$ cat config.mk
export PLATFORM = sky130hd
export DESIGN_NAME = uart_rx_core
export DESIGN_NICKNAME = d
export VERILOG_FILES = /design/src/rtl/uart_pkg.sv /design/src/rtl/uart_rx_sync.sv /design/src/rtl/uart_rx_core.sv
export SDC_FILE = /design/constraint.sdc
export NUM_CORES = 1
export LEC_CHECK = 0
export ABC_AREA = 1
export CAP_MARGIN = 20
export CELL_PAD_IN_SITES_DETAIL_PLACEMENT = 1
export CELL_PAD_IN_SITES_GLOBAL_PLACEMENT = 2
export CORE_MARGIN = 2
export CORE_UTILIZATION = 35
export CTS_BUF_LIST = sky130_fd_sc_hd__clkbuf_8
export DETAILED_ROUTE_END_ITERATION = 6
export HOLD_SLACK_MARGIN = 0.06
export PLACE_DENSITY_LB_ADDON = 0.2
export SYNTH_ARGS = -nofsm -noshare
export SYNTH_HDL_FRONTEND = slang
export SYNTH_SLANG_ARGS = --single-unit
$ cat constraint.sdc
create_clock -name clk -period 5.1 [get_ports clk]
set_input_delay 1.53 -clock clk [delete_from_list [all_inputs] [get_ports clk]]
set_output_delay 1.53 -clock clk [all_outputs]
set_load 0.005 [all_outputs]
$ cat src/rtl/uart_pkg.sv
// Shared UART definitions: frame state encodings and the minimum baud divisor.
// Used by uart_rx_core and uart_tx_core.
package uart_pkg;

   typedef enum logic [2:0] {
      ST_IDLE   = 3'd0,
      ST_START  = 3'd1,
      ST_DATA   = 3'd2,
      ST_PARITY = 3'd3,
      ST_STOP   = 3'd4,
      ST_BRK    = 3'd5
   } uart_state_e;

   localparam int unsigned MIN_DIV = 4;

endpackage

$ cat src/rtl/uart_rx_sync.sv
// RX pin synchronizer: SYNC_STAGES flop chain (idle high) plus a falling-edge strobe
// on the synchronized line.
module uart_rx_sync #(
   parameter int SYNC_STAGES = 2
) (
   input  logic clk,
   input  logic rst,
   input  logic rx,
   output logic rxs,
   output logic rx_fall
);

   logic [SYNC_STAGES-1:0] chain;
   logic                   rxs_d;

   // NOTE: reset to the idle level (1), not 0, so leaving reset never looks like a start bit.
   always_ff @(posedge clk) begin
      if (rst) begin
         chain <= '1;
         rxs_d <= 1'b1;
      end else begin
         chain <= {chain[SYNC_STAGES-2:0], rx};
         rxs_d <= chain[SYNC_STAGES-1];
      end
   end

   assign rxs     = chain[SYNC_STAGES-1];
   assign rx_fall = rxs_d & ~rxs;

endmodule

$ cat src/rtl/uart_rx_core.sv
// UART receiver: start validation, LSB-first shifting, stop/parity checks and a one-entry
// valid/ready holding buffer. Optional parity is enabled with `define UART_RX_PARITY_EN.
module uart_rx_core
   import uart_pkg::*;
#(
   parameter int DATA_BITS   = 8,
   parameter int DIV_W       = 16,
   parameter int SYNC_STAGES = 2
) (
   input  logic                 clk,
   input  logic                 rst,
   input  logic [DIV_W-1:0]     baud_div,
   input  logic                 rx,
   output logic [DATA_BITS-1:0] rx_data,
   output logic                 rx_valid,
   input  logic                 rx_ready,
`ifdef UART_RX_PARITY_EN
   input  logic                 parity_odd,
`endif
   output logic                 frame_err,
   output logic                 parity_err,
   output logic                 overrun,
   output logic                 busy
);

   logic rxs;
   logic rx_fall;

   uart_rx_sync #(.SYNC_STAGES(SYNC_STAGES)) u_sync (
      .clk     (clk),
      .rst     (rst),
      .rx      (rx),
      .rxs     (rxs),
      .rx_fall (rx_fall)
   );

   uart_state_e          state, state_n;
   logic [DIV_W-1:0]     div, div_eff, cnt, cnt_n, half_m1, full_m1;
   logic [3:0]           bit_idx, bit_n;
   logic [DATA_BITS-1:0] shreg;
   logic                 load_div, shift_en, frame_good, frame_bad;
`ifdef UART_RX_PARITY_EN
   logic                 par_sample, par_err_q;
`endif

   assign div_eff = (baud_div < DIV_W'(MIN_DIV)) ? DIV_W'(MIN_DIV) : baud_div;
   assign half_m1 = (div >> 1) - DIV_W'(1);
   assign full_m1 = div - DIV_W'(1);
   assign busy    = (state != ST_IDLE);

   // NOTE: every output of this block gets a default first, so no path can infer a latch.
   always_comb begin
      state_n    = state;
      cnt_n      = cnt + DIV_W'(1);
      bit_n      = bit_idx;
      load_div   = 1'b0;
      shift_en   = 1'b0;
      frame_good = 1'b0;
      frame_bad  = 1'b0;
`ifdef UART_RX_PARITY_EN
      par_sample = 1'b0;
`endif
      case (state)
         ST_IDLE: begin
            cnt_n = '0;
            if (rx_fall) begin
               state_n  = ST_START;
               load_div = 1'b1;
            end
         end
         ST_START: begin
            if (cnt == half_m1) begin
               cnt_n   = '0;
               bit_n   = '0;
               state_n = rxs ? ST_IDLE : ST_DATA;
            end
         end
         ST_DATA: begin
            if (cnt == full_m1) begin
               cnt_n    = '0;
               shift_en = 1'b1;
               bit_n    = bit_idx + 4'd1;
               if (bit_idx == 4'(DATA_BITS - 1)) begin
`ifdef UART_RX_PARITY_EN
                  state_n = ST_PARITY;
`else
                  state_n = ST_STOP;
`endif
               end
            end
         end
`ifdef UART_RX_PARITY_EN
         ST_PARITY: begin
            if (cnt == full_m1) begin
               cnt_n      = '0;
               par_sample = 1'b1;
               state_n    = ST_STOP;
            end
         end
`endif
         ST_STOP: begin
            if (cnt == full_m1) begin
               cnt_n = '0;
               if (rxs) begin
                  frame_good = 1'b1;
                  state_n    = ST_IDLE;
               end else begin
                  frame_bad = 1'b1;
                  state_n   = ST_BRK;
               end
            end
         end
         ST_BRK: begin
            cnt_n = '0;
            if (rxs) state_n = ST_IDLE;
         end
         default: state_n = ST_IDLE;
      endcase
   end

   // NOTE: sequential state uses non-blocking assignments so all flops update from pre-edge values.
   always_ff @(posedge clk) begin
      if (rst) begin
         state   <= ST_IDLE;
         cnt     <= '0;
         bit_idx <= '0;
         div     <= DIV_W'(MIN_DIV);
         shreg   <= '0;
`ifdef UART_RX_PARITY_EN
         par_err_q <= 1'b0;
`endif
      end else begin
         state   <= state_n;
         cnt     <= cnt_n;
         bit_idx <= bit_n;
         if (load_div) div <= div_eff;
         if (shift_en) shreg <= {rxs, shreg[DATA_BITS-1:1]};
`ifdef UART_RX_PARITY_EN
         if (par_sample) par_err_q <= (^shreg) ^ rxs ^ parity_odd;
`endif
      end
   end

   // Holding buffer: a completed frame wins over a same-cycle drain, so valid stays up.
   always_ff @(posedge clk) begin
      if (rst) begin
         rx_data   <= '0;
         rx_valid  <= 1'b0;
         frame_err <= 1'b0;
         overrun   <= 1'b0;
`ifdef UART_RX_PARITY_EN
         parity_err <= 1'b0;
`endif
      end else begin
         frame_err <= frame_bad;
         overrun   <= 1'b0;
`ifdef UART_RX_PARITY_EN
         parity_err <= 1'b0;
`endif
         if (frame_good) begin
            if (!rx_valid || rx_ready) begin
               rx_data  <= shreg;
               rx_valid <= 1'b1;
`ifdef UART_RX_PARITY_EN
               parity_err <= par_err_q;
`endif
            end else begin
               overrun <= 1'b1;
            end
         end else if (rx_ready) begin
            rx_valid <= 1'b0;
         end
      end
   end

`ifndef UART_RX_PARITY_EN
   assign parity_err = 1'b0;
`endif

endmodule

==> results of run 1 <==
placed cells by master (no fill, tap or decap), types with 2 or more instances in the layout:
master and instances:
a211oi_1 9, a21oi_1 16, a31oi_1 2, buf_4 2, clkbuf_8 10, clkdlybuf4s50_1 31
clkinv_1 2, clkinv_2 2, dfxtp_1 61, ha_1 4, inv_1 69, inv_2 9
nand2_1 143, nand2_2 8, nand2_4 5, nand3_1 41, nand3_2 2, nand4_1 11
nor2_1 78, nor2_2 11, nor2_4 10, nor3_1 9, nor4_1 6, o21ai_0 20
or2_2 3, xnor2_1 14, xor2_1 23
final cells by class:
type	count	area (um2)	area share
multi-input cells	423	2250	0.505
repair buffers	33	325	0.0730
well taps	140	175	0.0393
flip-flops and latches	61	1220	0.274
inverters	78	293	0.0657
clock buffers	10	138	0.0309
clock inverters	6	55.1	0.0123
worst paths after layout:
kind / start / end / cells past startpoint
setup / recovery: rst / frame_err / 5
hold / removal: u_sync.chain[0] / u_sync.chain[1] / 1
setup reg to reg: div[1] / cnt[1] / 13
hold reg to reg: u_sync.chain[0] / u_sync.chain[1] / 1
routing by layer:
| layer | part of all wire | vias up | track usage |
|---|---|---|---|
| met3 | 0.019 | 9 | 0.0281 |
| met1 | 0.49 | 1670 | 0.258 |
| met2 | 0.48 | 32 | 0.322 |
| met4 | 0.0088 | 0 | 0.0549 |
| met5 | 0 | - | 0 |
| li1 | - | 1871 | - |
metrics by stage:
stage | hold slack, ns | area [um2]
2_1_floorplan | 0.389 | 3840
3_3_place_gp | 0.405 | 4270
3_5_place_dp | 0.400 | 4270
4_1_cts | 0.421 | 4460
5_1_grt | 0.445 | 4460
6_report | 0.411 | 4460
sequential cells by signal, summed over array words and instances, names as in the netlist:
name,count
state,3
frame_err,1
cnt,16
u_sync.chain,2
bit_idx,4
rx_valid,1
rx_data,8
div,16
overrun,1
u_sync.rxs_d,1
shreg,8
logic make-up after synthesis:
logic type                 count (synthesis)  synth area share
AOI/OAI and AO/OA                         49            0.0727
buffers and inverters                     92            0.0952
and+or+nand+nor                          332             0.415
adders and majority gates                  4            0.0130
other                                      1          0.000977
xor gates and xnor gates                  37            0.0844
DFF                                       61             0.318
where the power goes:
group	switching [W]	internal, W	total [W]	leakage, nW
logic	0.000375	0.000188	0.000563	1.44
clock network	0.000188	0.000234	0.000422	0.105
registers	0.0000458	0.000511	0.000556	0.494
total	0.000609	0.000932	0.00154	2.04
==> impl_metrics.yaml, run 1 <==
routing:
  dr.pass1.iters: 4
  drc: 0
  vias: 3582
  routed_via_density: 4.77
  ant_nets: 0
  drt_iter0_drc: 105
  post_drt_wl_per_cell_um: 14.0
  wl_um: 10500
logic_synthesis:
  ys_top_cells_by_area: "dfxtp_1 (32%), nand2_1 (14%), nor2_1 (7.6%)"
  synth_nets: 600
  yosysTopAreaCellShare: 0.318
  yosysUniqueCellTypes: 36
  seq_area_frac_synth: 0.318
  syn_avg_cell_area_um2: 6.66
  synth_area_um2: 3840
  ys_warn_count: 0
  syn_inst: 576
  ys_ff_latch: 61
  synth-edff-count: 0
  yosysTopAreaCell: "dfxtp_1"
  synthFlopType: "dfxtp_1"
  yosysMostFrequentCell: "nand2_1"
  yosys-top-cells-count: "nand2_1 (143), nor2_1 (78), inv_1 (67), dfxtp_1 (61), nand3_1 (41)"
  async_flop_share: 0
worst_setup_path:
  critical-path-top-delay-family: "buffers and inverters"
  cp_cell_sequence: "clkdlybuf4s50_1 > buf_4 > inv_1 > nand2_1 > nor4_1"
  cpPeakStageDelay_ns: 0.76
  worst-path-buf-inv: 3
  crit_type: "input pin to flop"
  cp.arrival_ns: 3.43
  cp.required_ns: 5.33
  reg2reg_setup_slack_ns: 2.41
  crit_slowest_cell: "inv_1"
  cp-start-kind: "input pin"
  crit_path_end_kind: "flop"
  crit_fanout: 33
clock_network:
  cts_buffers: 9
  cts_sinks: 61
  ctsResizeCount: 0
  cts_setup_buffers: 0
  worstSkewPairLatency_ns: 0.34
  cts_tree: "done"
  cts.path.max_buffers: 2
  cts_max_level: 3
  clkTransAtPathRegs_ns: 0.07
  ctsHoldBuffers: 0
  cts_root_buf: "clkbuf_8"
sta:
  slew_headroom: 0.339
  slew_violations: 0
  hold_viol_final: 0
  max_freq_mhz: 312
  rsz0062_at_grt: "no"
  finalClockSkew_ns: 0.00905
  worstMarginPinSlew_ns: 0.990
  fin_setup_tns_ns: 0
  layout_setup_ws_ns: 1.90
  fin_crit_sh: 0.628
  fin_crit_ns: 3.20
  final-setup-viol-count: 0
global_route:
  grt_pass1_wl_um: 17600
  grt_max_degree: 34
  gr-total-overflow: 0
  grt_pass1_vias: 3701
  globalRouteTotalUtil: 0.193
  antenna_found_initial: 0
cells_and_area:
  antenna_cells: 0
  final_core_util: 0.415
  final_nets: 630
  drive_gt1_frac: 0.113
  fin_cells: 751
  fillers: 1438
  syn2layout_area_growth_pct: 16.2
power:
  p_per_area_nw_per_um2: 346
  power_leakage_nw: 2.04
  total_power_w: 0.00154
  vdd_drop_max_mv: 0.201
hold_path:
  holdCritPathClass: "flop to flop"
die:
  die_w_um: 109
  core_um2: 10700
  fp.dieH_um: 109
  io_pins: 33
  start_util: 0.357
  fp.dieArea_um2: 11800
  num_rows: 38
outcome:
  status: "finished, final reports clean"
place:
  hpwl_um: 8230
  place_congestion: 0.798
  dp_slack_ns: 1.58
  dp.cells: 735
  port_buffers: 31
run:
  cap_violations: 0
(Power assumes the default switching activity.)
==> run 2: changes to the inputs <==
--- a/config.mk
+++ b/config.mk
@@ -10,7 +10,7 @@
 export CELL_PAD_IN_SITES_DETAIL_PLACEMENT = 1
 export CELL_PAD_IN_SITES_GLOBAL_PLACEMENT = 2
 export CORE_MARGIN = 2
-export CORE_UTILIZATION = 35
+export CORE_UTILIZATION = 30
 export CTS_BUF_LIST = sky130_fd_sc_hd__clkbuf_8
 export DETAILED_ROUTE_END_ITERATION = 6
 export HOLD_SLACK_MARGIN = 0.06
==> constraint.sdc (replaced) <==
create_clock -name clk -period 2.9 [get_ports clk]
set_input_delay 0.87 -clock clk [delete_from_list [all_inputs] [get_ports clk]]
set_output_delay 0.87 -clock clk [all_outputs]
set_load 0.005 [all_outputs]
==> run 2 against run 1 <==
First-iteration DRC count is 19% higher. Routed wire length is 5.2% higher. Critical path type is now flop to flop. Setup slack worse by 1.6 ns.
==> impl_metrics.yaml, run 2 (synthesized netlist as in run 1, its figures left out) <==
place:
  port_buffers: 31
  hpwl_um: 8720
  place_congestion: 0.798
  dp.cells: 773
  dp_slack_ns: 0.232
global_route:
  grt_max_degree: 27
  gr-total-overflow: 0
  antenna_found_initial: 0
  grt_pass1_vias: 3565
  grt_pass1_wl_um: 18000
  globalRouteTotalUtil: 0.174
die:
  fp.dieArea_um2: 13700
  core_um2: 12600
  num_rows: 41
  fp.dieH_um: 117
  die_w_um: 117
  io_pins: 33
  start_util: 0.305
run:
  cap_violations: 0
hold_path:
  hold_depth: 1
  hold_start: "u_sync.chain[0]"
  min_to: "u_sync.chain[1]"
  holdCritPathClass: "flop to flop"
worst_setup_path:
  crit_path_end_kind: "flop"
  r2r_end: "cnt[0]"
  reg2reg_from: "div[1]"
  crit_type: "flop to flop"
  cp.required_ns: 3.14
  cp-start-kind: "flop"
  reg2reg_setup_slack_ns: 0.33
  reg2regPathDepth: 15
  cp.arrival_ns: 2.81
  crit_fanout: 15
sta:
  max_freq_mhz: 390
  fin_crit_ns: 2.57
  fin_setup_tns_ns: 0
  layout_setup_ws_ns: 0.334
  rsz0062_at_grt: "no"
  fin_crit_sh: 0.885
  hold_viol_final: 0
  worstMarginPinSlew_ns: 0.572
  final-setup-viol-count: 0
  slew_violations: 0
  finalClockSkew_ns: 0.0129
  slew_headroom: 0.615
clock_network:
  cts_tree: "done"
  cts_buffers: 9
  worstSkewPairLatency_ns: 0.36
  cts_sinks: 61
  clkTransAtPathRegs_ns: 0.08
  cts_max_level: 3
  cts.path.max_buffers: 2
  cts_root_buf: "clkbuf_8"
cells_and_area:
  drive_gt1_frac: 0.125
  reg_top3: "cnt (16), div (16)"
  fin_cells: 789
  final_core_util: 0.366
  mostFrequentLayoutCells: "nand2_1 (143), nor2_1 (78), inv_1 (67), dfxtp_1 (61), nand3_1 (41)"
  final_nets: 636
  antenna_cells: 0
  layout.cells.most_common: "nand2_1"
  syn2layout_area_growth_pct: 20.0
routing:
  post_drt_wl_per_cell_um: 14.0
  dr.pass1.iters: 4
  ant_nets: 0
  routed_via_density: 4.58
  wl_um: 11100
  vias: 3612
  drc: 0
  drt_iter0_drc: 125
power:
  power_leakage_nw: 2.08
  vdd_drop_max_mv: 0.530
  total_power_w: 0.00297
  p_per_area_nw_per_um2: 645
outcome:
  status: "finished, final reports clean"
-- run 2: worst max path at each step --
stage	slack, ns	startpoint	end	depth (start not counted)
floorplan	0.73	div[1]	cnt[12]	16
global placement	0.32	div[1]	cnt[0]	15
detailed placement	0.23	div[1]	cnt[0]	15
CTS	0.19	div[1]	cnt[0]	15
global route	0.04	div[1]	state[1]	16
finish	0.33	div[1]	cnt[0]	15
-- run 2: power by group --
part / internal, W / total, W / switching [W]
clock: 0.000575 / 0.000977 / 0.000402
combinational: 0.000350 / 0.00102 / 0.000667
sequential: 0.000897 / 0.000978 / 0.0000807
total: 0.00182 / 0.00297 / 0.00115
-- run 2: timing repair --
action / in CTS / in global routing
hold buffers: 0 / 0
resized for setup: 0 / 1
setup endpoints to repair: 0 / 4
setup buffers: 0 / 0
-- run 2: per-layer routing --
| metal | global-route usage | wire length, um | up-vias |
|---|---|---|---|
| met1 | 0.229 | 5500 | 1686 |
| li1 | - | - | 1882 |
| met4 | 0.0494 | 125 | 0 |
| met2 | 0.289 | 5170 | 33 |
| met5 | 0 | 0 | - |
| met3 | 0.0360 | 263 | 11 |
-- run 2: area by class of cell --
cell class | count | area [um2]
fill | 1615 | 7960
multi-input combinational | 423 | 2260
sequential | 61 | 1220
timing repair buffer | 39 | 370
inverter | 78 | 293
tap | 172 | 215
clock buffer | 9 | 124
clock inverter | 7 | 123
-- run 2: critical path, stage by stage, from the launching register on --
cell	delay, ns
dfxtp_1	0.33
inv_1	0.14
ha_1	0.32
inv_2	0.08
nor2_2	0.15
nand3_2	0.13
nor2_4	0.12
nand2_1	0.08
nand3_1	0.09
nand2_1	0.09
nor2_4	0.13
nand2_4	0.10
o21bai_2	0.27
nand3_4	0.23
nand2_1	0.14
nor2_1	0.04
-- run 2: per-stage QoR --
stage | hold slack [ns] | area [um2]
after floorplan | 0.389 | 3840
after global placement | 0.409 | 4350
after detailed placement | 0.409 | 4350
after CTS | 0.442 | 4600
after global routing | 0.448 | 4600
final | 0.431 | 4600
==> run 3: changes to the inputs <==
--- a/config.mk
+++ b/config.mk
@@ -8,13 +8,14 @@
 export ABC_AREA = 1
 export CAP_MARGIN = 20
 export CELL_PAD_IN_SITES_DETAIL_PLACEMENT = 1
-export CELL_PAD_IN_SITES_GLOBAL_PLACEMENT = 2
+export CELL_PAD_IN_SITES_GLOBAL_PLACEMENT = 1
 export CORE_MARGIN = 2
-export CORE_UTILIZATION = 30
+export CORE_UTILIZATION = 35
 export CTS_BUF_LIST = sky130_fd_sc_hd__clkbuf_8
 export DETAILED_ROUTE_END_ITERATION = 6
 export HOLD_SLACK_MARGIN = 0.06
 export PLACE_DENSITY_LB_ADDON = 0.2
+export REMOVE_ABC_BUFFERS = 1
 export SYNTH_ARGS = -nofsm -noshare
 export SYNTH_HDL_FRONTEND = slang
 export SYNTH_SLANG_ARGS = --single-unit
==> run 3 against run 2 <==
Core utilization up 5.3 points. Clock-buffer cell count grew 3. Combinational power is essentially flat. Critical path depth unchanged. Via count up 0.11%. Cell area is 2.1% lower. Flip-flop and latch count unchanged. Clock power fell by 17%.
==> impl_metrics.yaml, run 3 (synthesized netlist as in run 1, its figures left out) <==
hold_path:
  min_to: "u_sync.chain[1]"
  hold_start: "u_sync.chain[0]"
  hold_depth: 1
  holdCritPathClass: "flop to flop"
sta:
  rsz0062_at_grt: "no"
  slew_headroom: 0.536
  slew_violations: 0
  hold_viol_final: 0
  final-setup-viol-count: 0
  worstMarginPinSlew_ns: 0.690
  max_freq_mhz: 381
  finalClockSkew_ns: 0.00728
  fin_crit_sh: 0.904
  fin_crit_ns: 2.62
  layout_setup_ws_ns: 0.277
place:
  port_buffers: 31
  dp_slack_ns: 0.0499
  hpwl_um: 8350
  place_congestion: 0.936
die:
  num_rows: 38
  io_pins: 33
  start_util: 0.357
  fp.dieArea_um2: 11800
  die_w_um: 109
  core_um2: 10700
  fp.dieH_um: 109
power:
  p_per_area_nw_per_um2: 623
  power_leakage_nw: 2.07
  vdd_drop_max_mv: 0.395
routing:
  wl_um: 10800
  dr.pass1.iters: 4
  vias: 3616
  drc: 0
  routed_via_density: 4.80
  post_drt_wl_per_cell_um: 14.3
  ant_nets: 0
  drt_iter0_drc: 126
worst_setup_path:
  cp_cell_sequence: "inv_1 > ha_1 > inv_1 > nand2_1 > nand2_1 > nor2_1 > nand3_1 > nor2_1 > nand2_1 > nor2_2 > nand3_4 > o21bai_2 > nand3_4 > nand4_1 > inv_1"
  cpPeakStageDelay_ns: 0.40
  reg2reg_from: "div[0]"
  cp.arrival_ns: 2.86
  crit_slowest_cell: "dfxtp_1"
  cp-start-kind: "flop"
  r2r_end: "cnt[4]"
  crit_type: "flop to flop"
  crit_path_end_kind: "flop"
  cp.required_ns: 3.14
  reg2regPathDepth: 15
  reg2reg_setup_slack_ns: 0.28
  crit_fanout: 15
cells_and_area:
  regArea_um2: 1220
  mostFrequentLayoutCells: "nand2_1 (143), nor2_1 (78), inv_1 (67), dfxtp_1 (61), nand3_1 (40)"
  antenna_cells: 0
  fillers: 1427
  final_core_util: 0.420
  multi_input_area_um2: 2260
  reg_top3: "cnt (16), div (16)"
  layout.cells.most_common: "nand2_1"
  final_nets: 633
  syn2layout_area_growth_pct: 17.5
  drive_gt1_frac: 0.121
clock_network:
  ctsHoldBuffers: 0
  clkTransAtPathRegs_ns: 0.07
  cts_tree: "done"
  cts_buffers: 9
  cts_root_buf: "clkbuf_8"
  cts_setup_buffers: 0
  ctsResizeCount: 0
  cts.path.max_buffers: 2
  worstSkewPairLatency_ns: 0.34
  cts_max_level: 3
  cts_sinks: 61
global_route:
  gr-total-overflow: 0
  antenna_found_initial: 0
  grt_pass1_wl_um: 18100
  grt_max_degree: 30
  globalRouteTotalUtil: 0.199
  grt_pass1_vias: 3699
outcome:
  status: "finished, final reports clean"
run:
  cap_violations: 0
[run 3: final cells by class]
| cell class | count | share of cell area |
|---|---|---|
| multi-input cells | 423 | 0.502 |
| flip-flops and latches | 61 | 0.271 |
| repair buffers | 36 | 0.0771 |
| inverters | 78 | 0.0649 |
| well taps | 140 | 0.0388 |
| clock buffers | 12 | 0.0366 |
| clock inverters | 3 | 0.00971 |
[run 3: per-stage QoR]
step	TNS (ns)	std cells	cell area, um2	hold slack (ns)	total power [W]
floorplan	0	562	3760	0.389	0.00170
global placement	-0.00378	738	4290	0.402	0.00198
detailed placement	0	738	4290	0.405	0.00200
CTS	0	753	4500	0.417	0.00283
global route	0	753	4510	0.422	0.00304
finish	0	753	4510	0.413	0.00281
[run 3: worst max-delay path, delay by kind of cell (launching register included)]
kind / cells / cell delay [ns]
and+or+nand+nor: 10 / 1.29
DFF: 1 / 0.40
adders and majority gates: 1 / 0.33
AOI/OAI and AO/OA: 1 / 0.27
buffers and inverters: 3 / 0.23
[run 3: worst max-delay path by stage]
stage                       startpoint      to  slack, ns  depth (start not counted)
after floorplan                 div[1]  cnt[0]       0.73                         15
after global placement    baud_div[10]  div[0]     -0.004                          5
after detailed placement  baud_div[10]  div[0]       0.05                          5
after CTS                       div[0]  cnt[1]       0.17                         15
after global routing            div[0]  cnt[1]       0.02                         15
final                           div[0]  cnt[4]       0.28                         15
[run 3: report_power, final]
part / internal (W) / switching [W] / total, W
Sequential: 0.000898 / 0.0000784 / 0.000976
Combinational: 0.000351 / 0.000674 / 0.00102
Clock: 0.000463 / 0.000345 / 0.000807
Total: 0.00171 / 0.00110 / 0.00281
[run 3: per-layer routing]
layer / track usage / wire length (um) / share of wire / up-vias
li1: - / - / - / 1875
met1: 0.266 / 5350 / 0.50 / 1685
met2: 0.324 / 4900 / 0.45 / 48
met3: 0.0454 / 426 / 0.039 / 8
met4: 0.0522 / 119 / 0.011 / 0
met5: 0 / 0 / 0 / -
